### src/rtl/bcm_pkg.sv
// Shared definitions for the bcm 3-bit to 2-bit code converter family.
package bcm_pkg;

    localparam int unsigned SYM_W  = 3;
    localparam int unsigned CODE_W = 2;
    localparam int unsigned N_SYM  = 1 << SYM_W;

    typedef enum logic [1:0] {
        IDLE  = 2'd0,
        EMIT  = 2'd1,
        EMPTY = 2'd2
    } state_t;

    // Forward bcm mapping {i2,i1,i0} -> {o1,o0}.
    function automatic logic [CODE_W-1:0] bcm_f(input logic [SYM_W-1:0] sym);
        logic i2, i1, i0;
        logic o1, o0;
        i2 = sym[2];
        i1 = sym[1];
        i0 = sym[0];
        o1 = ~i1 | (~i0 & ~i2);
        o0 = (~i1 & ~i2) | (i0 & ~i1) | (~i0 & ~i2);
        return {o1, o0};
    endfunction

endpackage

### src/rtl/bcm_match_mask.sv
// Marks every source symbol whose forward bcm code equals the given code.
module bcm_match_mask
    import bcm_pkg::*;
(
    input  logic [CODE_W-1:0] code,
    output logic [N_SYM-1:0]  mask
);

    // One forward evaluation and compare per candidate symbol.
    always_comb begin
        mask = '0;
        for (int unsigned k = 0; k < N_SYM; k++) begin
            mask[k] = (bcm_f(SYM_W'(k)) == code);
        end
    end

endmodule

### src/rtl/bcm_preimage_enum.sv
// Streams all preimage symbols of an accepted bcm code in ascending order,
// or a single empty beat when the code has no preimage.
module bcm_preimage_enum
    import bcm_pkg::*;
(
    input  logic              clk,
    input  logic              rst_n,
    input  logic              in_valid,
    output logic              in_ready,
    input  logic [CODE_W-1:0] in_code,
    output logic              out_valid,
    input  logic              out_ready,
    output logic [SYM_W-1:0]  out_sym,
    output logic              out_last,
    output logic              out_empty
);

    state_t             state, state_nxt;
    logic [N_SYM-1:0]   mask, mask_nxt;
    logic [N_SYM-1:0]   match;
    logic [N_SYM-1:0]   low_bit;
    logic [SYM_W-1:0]   low_idx;
    logic               single;
    logic               accept;

    bcm_match_mask u_match (
        .code (in_code),
        .mask (match)
    );

    // Lowest-set-bit priority encoder and one-hot of that bit.
    always_comb begin
        low_idx = '0;
        low_bit = '0;
        for (int unsigned k = N_SYM; k > 0; k--) begin
            if (mask[k-1]) begin
                low_idx = SYM_W'(k-1);
                low_bit = '0;
                low_bit[k-1] = 1'b1;
            end
        end
    end

    // Exactly one bit remaining means the current beat is the last.
    always_comb begin
        single = (mask != '0) && ((mask & (mask - N_SYM'(1))) == '0);
    end

    assign in_ready = rst_n & (state == IDLE);
    assign accept   = in_valid & in_ready;

    // Next-state, next-mask and registered-state-derived outputs.
    always_comb begin
        state_nxt = state;
        mask_nxt  = mask;
        out_valid = 1'b0;
        out_sym   = '0;
        out_last  = 1'b0;
        out_empty = 1'b0;
        case (state)
            IDLE: begin
                if (accept) begin
                    mask_nxt  = match;
                    state_nxt = (match != '0) ? EMIT : EMPTY;
                end
            end
            EMIT: begin
                out_valid = 1'b1;
                out_sym   = low_idx;
                out_last  = single;
                if (out_ready) begin
                    mask_nxt = mask & ~low_bit;
                    if (single) begin
                        state_nxt = IDLE;
                    end
                end
            end
            EMPTY: begin
                out_valid = 1'b1;
                out_last  = 1'b1;
                out_empty = 1'b1;
                if (out_ready) begin
                    state_nxt = IDLE;
                end
            end
            default: begin
                state_nxt = IDLE;
                mask_nxt  = '0;
            end
        endcase
    end

    // State and mask registers with synchronous active-low reset.
    always_ff @(posedge clk) begin
        if (!rst_n) begin
            state <= IDLE;
            mask  <= '0;
        end else begin
            state <= state_nxt;
            mask  <= mask_nxt;
        end
    end

endmodule
### config.mk
export PLATFORM = sky130hd
export DESIGN_NAME = bcm_preimage_enum
export DESIGN_NICKNAME = d
export VERILOG_FILES = /design/src/rtl/bcm_pkg.sv /design/src/rtl/bcm_match_mask.sv /design/src/rtl/bcm_preimage_enum.sv
export SDC_FILE = /design/constraint.sdc
export NUM_CORES = 1
export LEC_CHECK = 0
export CAP_MARGIN = 20
export CORE_MARGIN = 2
export CORE_UTILIZATION = 43
export CTS_BUF_LIST = sky130_fd_sc_hd__clkbuf_4
export DETAILED_ROUTE_END_ITERATION = 10
export PLACE_DENSITY = 0.67
export REMOVE_ABC_BUFFERS = 1
export SYNTH_ARGS = -nofsm -noshare
export SYNTH_HDL_FRONTEND = slang
export SYNTH_SLANG_ARGS = --single-unit
### constraint.sdc
create_clock -name clk -period 4.4 [get_ports clk]
set_input_delay 0.44 -clock clk [delete_from_list [all_inputs] [get_ports clk]]
set_output_delay 0.44 -clock clk [all_outputs]
set_load 0.05 [all_outputs]
Yosys cells after proc, flatten, opt, wreduce, memory -nomap -nowiden
Cells that the tools add are included.
{ "totals": {"regBits": 10, "input_bits": 6, "out_inout_bits": 7, "wordCells": 55} }
{ "op_classes": {"n_addsub": 1, "n_eq_ne": 8, "n_mux": 29, "n_bitwise": 6, "n_reduce_logical": 9} }
{ "ops": {"columns": ["operator", "count"], "rows": [
  ["8-bit 2-to-1 mux", 10],
  ["3-bit 2-to-1 mux", 9],
  ["8-bit case mux with 3 select lines", 1],
  ["8-bit AND", 2],
  ["8-bit nonzero test", 2],
  ["2-bit 2-to-1 mux", 5],
  ["8-bit logical NOT", 1],
  ["2-bit inequality test, second input constant", 4],
  ["8-bit NOT", 1],
  ["8-bit by 1-bit subtractor with 8-bit output, second input constant", 1],
  ["2-bit case mux with 3 select lines", 1],
  ["2-bit == test, first input constant", 2],
  ["2-bit logical NOT", 2],
  ["4-bit AND reduction", 1],
  ["3-bit AND reduction", 1],
  ["1-bit AND", 2],
  ["2-bit by 1-bit == test with 1-bit output, second input constant", 1],
  ["2-bit == test, second input constant", 1],
  ["1-bit 2-to-1 mux", 2],
  ["1-bit case mux with 2 select lines", 1],
  ["2-bit OR reduction", 1],
  ["1-bit logical AND", 1],
  ["1-bit NOT", 1]
]} }

Depth between registers and ports, before layout
Gate-level depths: netlist of run 1.
{ "depth": {"depth_word": 12, "ltp_mapped": 7, "mapped_depth_nobuf": 7} }

Modules after synthesis
A second synthesis of run 1 with hierarchy kept.
{ "hier_totals": {"cells_unflattened": 100, "area_unflattened_um2": 784.5} }
{ "by_module_without_submodules": {"columns": ["module", "instances", "cells_per_inst", "area_each_um2"], "rows": [
  ["bcm_preimage_enum", 1, 92, 730.7],
  ["bcm_match_mask", 1, 8, 53.8]
]} }

Worst setup path before layout of run 1
No wires, ideal clock.
{ "synth_timing": {"path_kind": "register -> output", "start": "register state[1]", "end": "output out_sym[0]", "arrival_time_ns": 1.795, "t_required_ns": 3.960, "setup_slack_ns": 2.165, "stages_incl_launch_ff": 6, "path_cell_list": "dfxtp_1 > inv_1 > ha_1 > buf_4 > inv_1 > nor3_1"} }
{ "synth_via": {"elab_chain_cells": 2} }
{ "synth_rtl": {"columns": ["element", "line", "text"], "rows": [
  ["start, declared", "bcm_preimage_enum.sv:18", "state_t state, state_nxt;"],
  ["start signal, assigned", "bcm_preimage_enum.sv:99", "state <= state_nxt;"],
  ["2-bit by 1-bit == test with 1-bit output", "bcm_preimage_enum.sv:60", "case (state)"],
  ["3-bit 2-to-1 mux", "bcm_preimage_enum.sv:60", null],
  ["end, declared", "bcm_preimage_enum.sv:13", "output logic [SYM_W-1:0] out_sym,"]
]} }
No other way between the ends.

Worst setup path in the final report of run 1
{ "layout_timing": {"start": "register mask[3]", "end": "output out_last"} }
{ "layout_via": {"elab_chain_cells": 5, "word_cells_on_any_way": 6, "classes_between": "1 x add/sub; 1 x mux; 1 x bitwise; 3 x reduce/logical"} }
{ "layout_rtl": {"columns": ["element", "line", "text"], "rows": [
  ["start, declared", "bcm_preimage_enum.sv:19", "logic [N_SYM-1:0] mask, mask_nxt;"],
  ["start signal, assigned", "bcm_preimage_enum.sv:100", "mask <= mask_nxt;"],
  ["8-bit by 1-bit subtractor with 8-bit output", "bcm_preimage_enum.sv:46", "single = (mask != '0) && ((mask & (mask - N_SYM'(1))) == '0);"],
  ["8-bit AND", "bcm_preimage_enum.sv:46", null],
  ["8-bit logical NOT", "bcm_preimage_enum.sv:46", null],
  ["1-bit logical AND *", "bcm_preimage_enum.sv:46", null],
  ["1-bit case mux with 2 select lines *", "bcm_preimage_enum.sv:60", null],
  ["end, declared", "bcm_preimage_enum.sv:14", "output logic out_last,"]
]} }
Every way passes the cells marked *; elsewhere a longest branch is shown, timed or not.

==> flow_summary_export.csv, run 1 <==
group,metric,value,unit
critical_path,path_buf_inv,1,
final_layout,nets,113,
flow_run,timing.max_cap.violations,0,
global_routing,grt_max_degree,13,
critical_path,crit_chain,"or4_4, a2111oi_4, a211oi_1, a21oi_1, o21a_1, clkdlybuf4s50_1",
routing,wl,1420,microns
critical_path,cp.required,3960,ps
critical_path,crit_path_end_kind,"output pin",
routing,vias,648,
yosys,postSynthCellCount,90,
final_layout,layout-drive-gt1-share,8.82,%
final_layout,final_util,55.9,%
cts,cts-root-buf,"clkbuf_4",
routing,viasPerCell,5.49,
global_routing,overflow,0,
critical_path,arrival,2560,ps
yosys,yosysWarnings,0,
routing,drc,0,
placed_design,hpwl,1130,microns
yosys,ys_seq_area_share,27.2,%
yosys,synth.avg_cell_area,8.17,sq um
timing,min_period_over_period,68.2,%
final_layout,fillers,152,
timing,final.setup.tns,0,ps
cts,clk_pin_slew_worst_paths,60,ps
yosys,syn_area,736,sq um
global_routing,grt_pass1_vias,623,
critical_path,path_class,"flip-flop to output pin",
cts,clockBufferDepth,2,
cts,cts-htree-levels,1,
cts,ctsHoldBuffers,0,
critical_path,worstSetupPathDepth,6,
timing,hold_viol_final,0,
placed_design,io_buffers,12,
floorplanning,initial_utilization,47.2,%
cts,cts_tree,"done",
routing,drtAntennaViolNets,0,
timing,slew_viol_final,0,
critical_path,critPathSlowestCell,"clkdlybuf4s50_1",
placed_design,place_area,850,sq um
pwr,vdd_drop_max,379,uV
floorplanning,ios,13,
yosys,synth_seq_cells,10,
timing,rsz0062_at_grt,"no",
min_path,min_path_type,"flip-flop to flip-flop",
critical_path,reg2reg_from,"state[0]",
routing,wl_per_cell,12.1,microns
routing,dr.first_iter.drc_count,20,
critical_path,worstReg2RegEnd,"mask[1]",
critical_path,cp-endpoint,"out_last",
timing,slew-limit-headroom,66.1,%
timing,setup-violations-final,0,
cts,ctsResizeCount,0,
critical_path,path_delay_family,"buffers and inverters",
global_routing,grt_antenna_before_repair,0,
final_layout,syn_to_final_growth,18.5,%
final_layout,multiInputGateArea,479,sq um
timing,worst_slew_pin_slew,504,ps
pwr,leakage,0.000317,uW
critical_path,startpoint_type,"flip-flop",
global_routing,track_usage,16.7,%
global_routing,grt_pass1_wl,2530,microns
cts,clk_latency,250,ps
cts,clock-sinks,10,
final_layout,final_area,872,sq um
placed_design,gp_congestion,0.790,
critical_path,slowest_delay,790,ps
yosys,ys.flop_type,"dfxtp_1",
yosys,yosysUniqueCellTypes,35,
floorplanning,core,1560,sq um
cts,cts_post_setup_buffers_inserted,0,
run_status,outcome,"completed",
pwr,p_per_area,657,nW/um^2
yosys,synth_edf_count,0,
floorplanning,die_x,45.4,microns
critical_path,reg2reg_depth,7,
timing,period_needed,3000,ps
routing,drtPass1Iterations,4,
floorplanning,rows,14,
final_layout,antenna_cells,0,
timing,clock_skew,2.64,ps
critical_path,rrSetupSlack,2320,ps
critical_path,critPathLaunch,"mask[3]",
timing,fmax,333,MHz
floorplanning,dieHeight,45.4,microns
yosys,synthArstFlopShare,0,%
floorplanning,die_area,2060,sq um
critical_path,cp_max_fo,7,
cts,numCtsBuffers,3,
final_layout,seq_area,200,sq um
## worst min-delay path by stage
stage / cells past startpoint / end / start
2_1_floorplan: 2 / state[1] / state[1]
5_1_grt: 2 / state[0] / state[0]
3_5_place_dp: 2 / state[0] / state[0]
3_3_place_gp: 2 / state[1] / state[1]
6_report: 2 / state[0] / state[0]
4_1_cts: 2 / state[0] / state[0]
## per-layer routing
layer | vias to the layer above | track usage [%] | share of wire [%]
met5 | - | 0 | 0
met4 | 0 | 8.82 | 1.6
met3 | 4 | 2.40 | 1.4
met2 | 10 | 24.3 | 44
met1 | 283 | 23.6 | 53
li1 | 351 | - | -
## stage by stage
step | hold slack, ps | setup slack [ps] | total power (uW) | instances
final | 487 | 1400 | 573 | 118
after global routing | 520 | 1260 | 627 | 118
after CTS | 494 | 1390 | 576 | 118
after detailed placement | 485 | 1660 | 517 | 115
after global placement | 471 | 1680 | 514 | 115
after floorplan | 455 | 2110 | 435 | 87
## worst register-to-register path, delay by kind of cell (launching register included)
kind,cells,cell delay [ps]
fa+ha+maj,1,240
flops,1,360
buf+inv,1,70
compound gates,5,1320
## synth_stat cells (2+ instances only)
| master | instances | share of area, % |
|---|---|---|
| nand2_1 | 5 | 2.6 |
| nand2b_1 | 2 | 1.7 |
| o21a_1 | 5 | 5.1 |
| buf_4 | 2 | 2.0 |
| a31oi_1 | 2 | 1.7 |
| ha_1 | 3 | 5.1 |
| a21boi_0 | 6 | 6.1 |
| o21ai_0 | 9 | 6.1 |
| dfxtp_1 | 10 | 27 |
| nor2_1 | 7 | 3.6 |
| inv_1 | 8 | 4.1 |
| a21oi_1 | 7 | 4.8 |
| mux2i_1 | 2 | 2.7 |
## cells by family (layout without fill, tap and decap cells)
family / Yosys count / after routing / synth area share, %
AO/OA/AOI/OAI: 36 / 36 / 34.5
AND/OR/NAND/NOR: 27 / 27 / 21.4
buffers and inverters: 11 / 23 / 7.65
flip-flops: 10 / 10 / 27.2
adder cells (fa/ha/maj): 4 / 4 / 6.46
multiplexers: 2 / 2 / 2.72
## state kept, by name (all words and copies together), names as in the netlist
name,cells
mask,8
state,2
## area by class of cell
| class | instances | area share, % |
|---|---|---|
| flip-flops and latches | 10 | 23.0 |
| clock buffers | 3 | 2.58 |
| inverters | 8 | 3.44 |
| multi-input cells | 69 | 54.9 |
| well taps | 16 | 2.30 |
| repair buffers | 12 | 13.8 |
## where the power goes
group	internal [uW]	switching, uW
combinational	151	203
clock	31.3	25.5
sequential	118	43.9
total	300	273
## layout by cell type, fill, tap and decap left out, types with 2 or more instances in the layout
master	synthesis	layout
nand2_1	5	5
a31oi_1	2	2
inv_1	8	8
nand2b_1	2	2
a21oi_1	7	7
clkdlybuf4s50_1	0	12
nor2_1	7	7
mux2i_1	2	2
a21boi_0	6	6
o21ai_0	9	9
clkbuf_4	0	3
o21a_1	5	5
dfxtp_1	10	10
ha_1	3	3
Note: power is estimated with default switching activity, not from simulation.
==> run 2, diff against run 1 <==
clock period = 2.91 ns   (was 4.4 ns; I/O delays follow)
==> flow_summary_export.csv, run 2 (synthesis gave the netlist of run 1 again) <==
group,metric,value,unit
routing,vias,670,
global_routing,track_usage,17.4,%
pwr,p_per_area,1000,nW/um^2
global_routing,grt_pass1_wl,2580,microns
routing,wl,1480,microns
routing,dr.first_iter.drc_count,20,
timing,fmax,403,MHz
timing,rsz0062_at_grt,"no",
global_routing,grt_antenna_before_repair,0,
pwr,vdd_drop_max,552,uV
timing,setup-violations-final,0,
critical_path,startpoint_type,"flip-flop",
placed_design,hpwl,1140,microns
critical_path,path_delay_family,"buffers and inverters",
final_layout,largest_reg_flops,8,
final_layout,antenna_cells,0,
critical_path,cp_common_cell,"inv_1",
cts,clockBufferDepth,2,
cts,cts_tree,"done",
floorplanning,core,1560,sq um
timing,worst_slew_pin_slew,504,ps
cts,cts-htree-levels,1,
critical_path,crit_path_end_kind,"output pin",
final_layout,syn_to_final_growth,18.2,%
critical_path,crit_chain,"inv_1, ha_1, inv_1, nor3_1, clkdlybuf4s50_1",
placed_design,gp_congestion,0.776,
floorplanning,rows,14,
timing,slew-limit-headroom,66.3,%
floorplanning,dieHeight,45.4,microns
routing,drtPass1Iterations,4,
min_path,min_path_type,"flip-flop to flip-flop",
cts,ctsHoldBuffers,0,
final_layout,regMostFlops,"mask",
floorplanning,initial_utilization,47.2,%
pwr,power.total,873,uW
cts,cts_post_setup_buffers_inserted,0,
timing,slew_viol_final,0,
placed_design,io_buffers,12,
critical_path,arrival,2190,ps
cts,clk_latency,250,ps
floorplanning,die_area,2060,sq um
critical_path,slowest_delay,820,ps
critical_path,cp.required,2620,ps
final_layout,layout-drive-gt1-share,9.80,%
critical_path,path_class,"flip-flop to output pin",
global_routing,overflow,0,
final_layout,reg.largest.list,"mask x8, state x2",
global_routing,grt_max_degree,13,
routing,wl_per_cell,12.5,microns
timing,clock_skew,2.06,ps
flow_run,timing.max_cap.violations,0,
final_layout,nets,113,
cts,ctsResizeCount,0,
timing,final.setup.tns,0,ps
final_layout,final_cell_mix,"clkdlybuf4s50_1, dfxtp_1, o21ai_0",
cts,numCtsBuffers,3,
timing,hold_viol_final,0,
pwr,leakage,0.000319,uW
final_layout,final_util,55.8,%
critical_path,critPathSlowestCell,"clkdlybuf4s50_1",
routing,drc,0,
floorplanning,die_x,45.4,microns
timing,min_period_over_period,85.3,%
cts,clk_pin_slew_worst_paths,60,ps
run_status,outcome,"completed",
timing,period_needed,2480,ps
cts,cts-root-buf,"clkbuf_4",
global_routing,grt_pass1_vias,592,
critical_path,cp_max_fo,10,
cts,clock-sinks,10,
floorplanning,ios,13,
routing,viasPerCell,5.68,
critical_path,path_buf_inv,3,
final_layout,final_common_cell,"clkdlybuf4s50_1",
routing,drtAntennaViolNets,0,
-- run 2: cell types whose count changed in the layout (fill, tap and decap cells not counted), sizes merged --
cell	change
buf	+1
clkdlybuf4s50	-1
-- run 2: power breakdown --
group	leakage [uW]	switching, uW	internal, uW	total [uW]
clock network	0.0000138	40.0	47.4	87.3
logic	0.000224	310	227	538
registers	0.0000820	69.1	179	248
total	0.000319	419	453	873
-- run 2: worst min-delay path: stages (launching register included) --
cell and delay (ps):
dfxtp_1 320, nand2_1 60, mux2i_1 60
-- run 2: final timing paths --
kind                  from          to  slack [ps]  cells after the start
setup / recovery  state[1]  out_sym[0]         430                      5
setup reg to reg  state[0]     mask[5]         840                      7
hold reg to reg   state[1]    state[1]         490                      2
hold / removal    state[1]    state[1]         490                      2
-- run 2: area by class of cell --
| type | instances | area, sq um |
|---|---|---|
| Multi-Input combinational cell | 69 | 479 |
| Inverter | 8 | 30.0 |
| Clock buffer | 3 | 22.5 |
| Sequential cell | 10 | 200 |
| Tap cell | 16 | 20.0 |
| Fill cell | 150 | 689 |
| Timing Repair Buffer | 12 | 118 |
-- run 2: metal layers --
layer  global-route usage [%]  vias up  part of all wire [%]
li1                         -      350                     -
met1                     23.8      305                    52
met2                     26.6       13                    44
met3                     2.40        2                   2.7
met4                     8.82        0                   1.0
met5                        0        -                     0
-- run 2: metrics by stage --
step	hold WS [ps]	cell area, sq um	std cells	worst slack, ps
floorplan	409	709	87	764
global placement	475	847	115	622
detailed placement	485	847	115	541
CTS	494	870	118	387
global route	521	870	118	286
finish	487	870	118	429
